### config.mk
export PLATFORM = sky130hd
export DESIGN_NAME = os_inst_sequencer
export DESIGN_NICKNAME = d
export VERILOG_FILES = /design/src/rtl/os_inst_sequencer.sv
export SDC_FILE = /design/constraint.sdc
export NUM_CORES = 1
export LEC_CHECK = 0
export CAP_MARGIN = 20
export CORE_MARGIN = 1
export CORE_UTILIZATION = 50
export CTS_CLUSTER_DIAMETER = 120
export DETAILED_ROUTE_END_ITERATION = 10
export GPL_TIMING_DRIVEN = 0
export PLACE_DENSITY = 0.77
export SYNTH_ARGS = -nofsm -noshare
export SYNTH_HDL_FRONTEND = slang
export SYNTH_SLANG_ARGS = --single-unit
### constraint.sdc
create_clock -name clk -period 5 [get_ports clk]
set_input_delay 0.75 -clock clk [delete_from_list [all_inputs] [get_ports clk]]
set_output_delay 0.75 -clock clk [all_outputs]
set_load 0.02 [all_outputs]
### src/rtl/os_inst_sequencer.sv
// Output-stationary instruction sequencer: per input channel fetches weights and activations,
// runs execute, then drains the array and writes the result rows to pmem. All outputs registered.
module os_inst_sequencer #(
  parameter int          LEN_KIJ   = 9,
  parameter int          LEN_NIJ   = 9,
  parameter int          LEN_ONIJ  = 8,
  parameter int          EXEC_CYC  = 21,
  parameter int          DRAIN_CYC = 10,
  parameter logic [10:0] A_BASE    = 11'h000,
  parameter logic [10:0] W_BASE    = 11'h400,
  parameter logic [10:0] P_BASE    = 11'h000
) (
  input  logic        clk,
  input  logic        reset,
  input  logic        start,
  input  logic [3:0]  num_ic,
  input  logic        ofifo_valid,
  output logic [35:0] inst,
  output logic        busy,
  output logic        done
);

  typedef struct packed {
    logic        output_en;
    logic        mode;
    logic        acc;
    logic        cen_pmem;
    logic        wen_pmem;
    logic [10:0] a_pmem;
    logic        cen_xmem;
    logic        wen_xmem;
    logic [10:0] a_xmem;
    logic        ofifo_rd;
    logic        ififo_wr;
    logic        ififo_rd;
    logic        l0_rd;
    logic        l0_wr;
    logic        execute;
    logic        load;
  } inst_t;

  typedef enum logic [2:0] {
    S_IDLE, S_WFETCH, S_AFETCH, S_EXEC, S_DRAIN, S_OUTWR, S_DONE
  } state_t;

  localparam inst_t IDLE_WORD = '{
    output_en: 1'b0, mode: 1'b1, acc: 1'b0, cen_pmem: 1'b1, wen_pmem: 1'b1,
    a_pmem: 11'd0, cen_xmem: 1'b1, wen_xmem: 1'b1, a_xmem: 11'd0,
    ofifo_rd: 1'b0, ififo_wr: 1'b0, ififo_rd: 1'b0, l0_rd: 1'b0,
    l0_wr: 1'b0, execute: 1'b0, load: 1'b0
  };

  state_t     state_q, state_d;
  logic [4:0] cnt_q, cnt_d;
  logic [3:0] ic_q, ic_d, nic_q, nic_d;
  logic [3:0] r_q, r_d, w_q, w_d, r_base, w_base;
  logic       rd_q, rd_d, wr;
  inst_t      inst_q, inst_d;
  logic       busy_q, done_q;

  always_comb begin
    state_d = state_q;
    cnt_d   = cnt_q;
    ic_d    = ic_q;
    nic_d   = nic_q;
    r_d     = r_q;
    w_d     = w_q;
    rd_d    = 1'b0;
    wr      = 1'b0;
    r_base  = '0;
    w_base  = '0;

    unique case (state_q)
      S_IDLE: begin
        if (start) begin
          if (num_ic != 4'd0) begin
            state_d = S_WFETCH;
            nic_d   = num_ic;
            ic_d    = '0;
            cnt_d   = '0;
          end else begin
            state_d = S_DONE;
          end
        end
      end
      S_WFETCH: begin
        if (cnt_q == 5'(LEN_KIJ)) begin
          state_d = S_AFETCH;
          cnt_d   = '0;
        end else begin
          cnt_d = cnt_q + 5'd1;
        end
      end
      S_AFETCH: begin
        if (cnt_q == 5'(LEN_NIJ)) begin
          state_d = S_EXEC;
          cnt_d   = '0;
        end else begin
          cnt_d = cnt_q + 5'd1;
        end
      end
      S_EXEC: begin
        if (cnt_q == 5'(EXEC_CYC - 1)) begin
          cnt_d = '0;
          if (ic_q == nic_q - 4'd1) begin
            state_d = S_DRAIN;
          end else begin
            ic_d    = ic_q + 4'd1;
            state_d = S_WFETCH;
          end
        end else begin
          cnt_d = cnt_q + 5'd1;
        end
      end
      S_DRAIN: begin
        if (cnt_q == 5'(DRAIN_CYC - 1)) begin
          state_d = S_OUTWR;
          cnt_d   = '0;
        end else begin
          cnt_d = cnt_q + 5'd1;
        end
      end
      S_OUTWR: begin
        if (w_q == 4'(LEN_ONIJ)) state_d = S_DONE;
      end
      S_DONE:  state_d = S_IDLE;
      default: state_d = S_IDLE;
    endcase

    // A row read this cycle is written to pmem in the following cycle (rd_q).
    if (state_d == S_OUTWR) begin
      r_base = (state_q == S_OUTWR) ? r_q : 4'd0;
      w_base = (state_q == S_OUTWR) ? w_q : 4'd0;
      rd_d   = (r_base < 4'(LEN_ONIJ)) && ofifo_valid;
      wr     = rd_q;
      r_d    = r_base + {3'd0, rd_d};
      w_d    = w_base + {3'd0, wr};
    end

    inst_d = IDLE_WORD;
    unique case (state_d)
      S_WFETCH: begin
        if (cnt_d < 5'(LEN_KIJ)) begin
          inst_d.cen_xmem = 1'b0;
          inst_d.a_xmem   = W_BASE + 11'(cnt_d);
        end
        inst_d.ififo_wr = (cnt_d != 5'd0);
      end
      S_AFETCH: begin
        if (cnt_d < 5'(LEN_NIJ)) begin
          inst_d.cen_xmem = 1'b0;
          inst_d.a_xmem   = A_BASE + 11'(cnt_d);
        end
        inst_d.l0_wr = (cnt_d != 5'd0);
      end
      S_EXEC: begin
        inst_d.l0_rd    = (cnt_d < 5'(LEN_NIJ));
        inst_d.ififo_rd = (cnt_d < 5'(LEN_NIJ));
        inst_d.execute  = (cnt_d < 5'(LEN_NIJ - 2));
      end
      S_DRAIN: inst_d.output_en = 1'b1;
      S_OUTWR: begin
        inst_d.ofifo_rd = rd_d;
        if (wr) begin
          inst_d.cen_pmem = 1'b0;
          inst_d.wen_pmem = 1'b0;
          inst_d.a_pmem   = P_BASE + 11'(w_base);
        end
      end
      default: ;
    endcase
  end

  always_ff @(posedge clk) begin
    if (reset) begin
      state_q <= S_IDLE;
      cnt_q   <= '0;
      ic_q    <= '0;
      nic_q   <= '0;
      r_q     <= '0;
      w_q     <= '0;
      rd_q    <= 1'b0;
      inst_q  <= IDLE_WORD;
      busy_q  <= 1'b0;
      done_q  <= 1'b0;
    end else begin
      state_q <= state_d;
      cnt_q   <= cnt_d;
      ic_q    <= ic_d;
      nic_q   <= nic_d;
      r_q     <= r_d;
      w_q     <= w_d;
      rd_q    <= rd_d;
      inst_q  <= inst_d;
      busy_q  <= !(state_d inside {S_IDLE, S_DONE});
      done_q  <= (state_d == S_DONE);
    end
  end

  assign inst = inst_q;
  assign busy = busy_q;
  assign done = done_q;

endmodule

==> qor.txt <==
GPL Wtd Cong -> 0.869
Met3 Track Usage GR -> 4.17%
Leak -> 1.21 nW
Post-synth top flop -> dfxtp_1
Met2 Use GR -> 31.9%
Most common cell after layout, fill and taps aside -> dfxtp_1
Hold buffer count at CTS -> 0
Starting Density -> 52.1%
Flop and latch count out of synthesis -> 45
Clock transition at path regs -> 0.08 ns
Maximum fanout along the worst path -> 8
Worst setup path class -> primary input to flip-flop
Initial antenna violation count -> 0
Pins Over Slew Limit -> 0
Routed wire length -> 4.85 mm
WHS -> 0.472 ns
Yosys warns -> 0
Via density per instance -> 5.26
Slowest-stage cell, CP -> nor4_2
Post-detail-place hpwl -> 3.67 mm
Critical Path Source Type -> primary input
Total gr overflow -> 0
Setup TNS -> 0 ns
Num CTS Buffers -> 5
CP Cell Sequence -> clkdlybuf4s50_1 > nor4_2 > nor4_2 > nor3_4 > xor2_2 > or4_1
Cts repair resizes -> 0
Num rows -> 25
Worst skew pair latency -> 0.29 ns
Placed cell count -> 383
Avg Cell Area, Syn -> 9.01 sq um
Mapped Cells -> 273
Synthesized cell area -> 0.00246 sq mm
Met1 Usage GRT -> 25.8%
Die area -> 0.00520 sq mm
Final period demand of the worst path -> 2.83 ns
Cell mode on critical path -> nor4_2
Port bufs -> 28
GR peak layer -> met2
Final worst path period share -> 56.5%
Fmax achieved -> 0.354 GHz
Reg2Reg Depth -> 8
Crit Reg-Reg Startpoint -> nic_q[0]$_SDFFE_PP0P_
Worst slew pin tran -> 0.808 ns
Iteration-0 DRC Markers -> 105
Relative slew slack -> 45.7%
Crit path to -> inst[19]$_SDFF_PP1_
Worst Hold Depth -> 2
Critical Path RT -> 5.17 ns
GRT Overall Usage -> 19.6%
Layout Skew -> 0.00263 ns
Die Wd -> 72.1 um
CP Capture Type -> flip-flop
TritonCTS clock tree -> yes
Crit-path max cell delay -> 0.51 ns
Router iterations before antenna repair -> 9
Finished Core Util -> 63.8%
Cell family with most CP delay -> simple AND/OR/NAND/NOR gates
Max-capacitance violation count -> 0
I/O pin count -> 46
CP Depth -> 6
CP startpoint -> num_ic[0]
Crit path DAT -> 3.00 ns
Most frequent cells in the layout -> dfxtp_1 (45), clkdlybuf4s50_1 (28), buf_4 (21)
DRC Markers -> 2
Post-synth cell types -> 61
Maximum number of pins on one net before global-route repair -> 15
DRT antenna net count -> 0
Vias -> 2058
Number of global-route vias before repair -> 1785
Core area -> 0.00472 sq mm
WP buf/inv -> 1
Final Instance Count excl. Fillers -> 391
H-Tree Depth -> 2
Max clock buf depth -> 2
Unrepaired setup endpoints after global routing -> false
Final hold vios -> 0
RR Endpoint -> inst[19]$_SDFF_PP1_
Clock sinks -> 45
Clock Tree Root -> clkbuf_8
Avg WL per Cell -> 12.4 um
Seq/Total Area, Yosys -> 36.6%
Worst Hold Class -> flip-flop to flip-flop
Status -> finished, violations left
Post-synth EDFFs -> 0
Cell Pwr Density -> 271 mW/mm^2
Die Ht -> 72.1 um
Violated checks -> design-rule violations
First-pass GRT wire length -> 8.04 mm
Layout cells sized above 1 -> 14.8%
Worst VDD drop -> 0.000135 V
Asr flop ratio synth -> 0%
Post-CTS setup buffers -> 0
N_diodes -> 0
Area grow syn2layout -> 22.5%
R2r setup slk -> 2.44 ns
Nets@finish -> 340
Final Setup Violations -> 0
-- worst min path at each step --
stage / startpoint / endpoint
floorplan: r_q[0]$_SDFFE_PP0N_ / r_q[0]$_SDFFE_PP0N_
global route: r_q[0]$_SDFFE_PP0N_ / r_q[0]$_SDFFE_PP0N_
global placement: r_q[0]$_SDFFE_PP0N_ / r_q[0]$_SDFFE_PP0N_
CTS: nic_q[1]$_SDFFE_PP0P_ / nic_q[1]$_SDFFE_PP0P_
finish: r_q[0]$_SDFFE_PP0N_ / r_q[0]$_SDFFE_PP0N_
detailed placement: nic_q[1]$_SDFFE_PP0P_ / nic_q[1]$_SDFFE_PP0P_
-- flip-flops by register name (all words and copies together), names as in the netlist --
name / flops
busy: 1
nic_q: 4
cnt_q: 5
inst: 18
w_q: 4
rd_q: 1
state_q: 3
r_q: 4
ic_q: 4
done: 1
-- synth_stat cells (3+ instances only) --
master    number  area (sq um)
a21oi_1       18          90.1
a22oi_1        7          52.6
a31oi_1        4          25.0
and2_1         4          25.0
and3_1        12          75.1
buf_2          3          15.0
buf_4         21           158
clkbuf_1       3          11.3
dfxtp_1       45           901
ha_1           9           113
inv_1         10          37.5
nand2_1       19          71.3
nand2b_1       4          25.0
nand3_1       13          65.1
nor2_1        12          45.0
nor2b_1        4          25.0
nor3_1        13          65.1
nor4_1         3          18.8
o211ai_1       3          22.5
o21ai_0        9          45.0
or4_1          3          22.5
xnor2_1        4          35.0
xor2_1         4          35.0
-- worst min-delay path, stage by stage, from the launching register on --
cell and delay (ns):
dfxtp_1 0.31, nand3_1 0.06, a21oi_1 0.05
-- stage by stage --
stage | power (W) | worst slack [ns] | instance area [sq um]
6_report | 0.000818 | 2.17 | 3010
2_1_floorplan | 0.000474 | 2.64 | 2520
5_1_grt | 0.000851 | 1.98 | 3010
3_3_place_gp | 0.000504 | 1.91 | 2880
3_5_place_dp | 0.000507 | 1.87 | 2880
4_1_cts | 0.000827 | 2.19 | 3010
-- metal layers --
layer / up-vias / share of wire (%)
met4: 0 / 1.4
met5: - / 0
met1: 952 / 47
li1: 1046 / -
met2: 52 / 47
met3: 8 / 4.2
-- cells by family after synthesis --
kind of cell | after synthesis | synth area share (%)
DFF | 45 | 36.6
other | 2 | 0.305
AOI/OAI and AO/OA | 61 | 18.1
buffers and inverters | 40 | 9.77
xor gates and xnor gates | 10 | 4.43
and+or+nand+nor | 104 | 25.4
muxes | 2 | 0.814
adders and majority gates | 9 | 4.58
-- power by group --
part	leakage, nW	total, W	switching, W	internal [W]
Combinational	0.780	0.000127	0.0000765	0.0000502
Sequential	0.365	0.000374	0.00000622	0.000368
Clock	0.0681	0.000317	0.000119	0.000198
Total	1.21	0.000818	0.000202	0.000616
-- layout make-up --
type / count / area, sq um
Fill cell: 431 / 1710
Multi-Input combinational cell: 203 / 1380
Sequential cell: 45 / 901
Timing Repair Buffer: 28 / 280
Buffer: 29 / 199
Tap cell: 67 / 83.8
Clock buffer: 5 / 68.8
Clock inverter: 3 / 65.1
Inverter: 11 / 41.3
No activity file was read; power rests on OpenSTA's default activity.
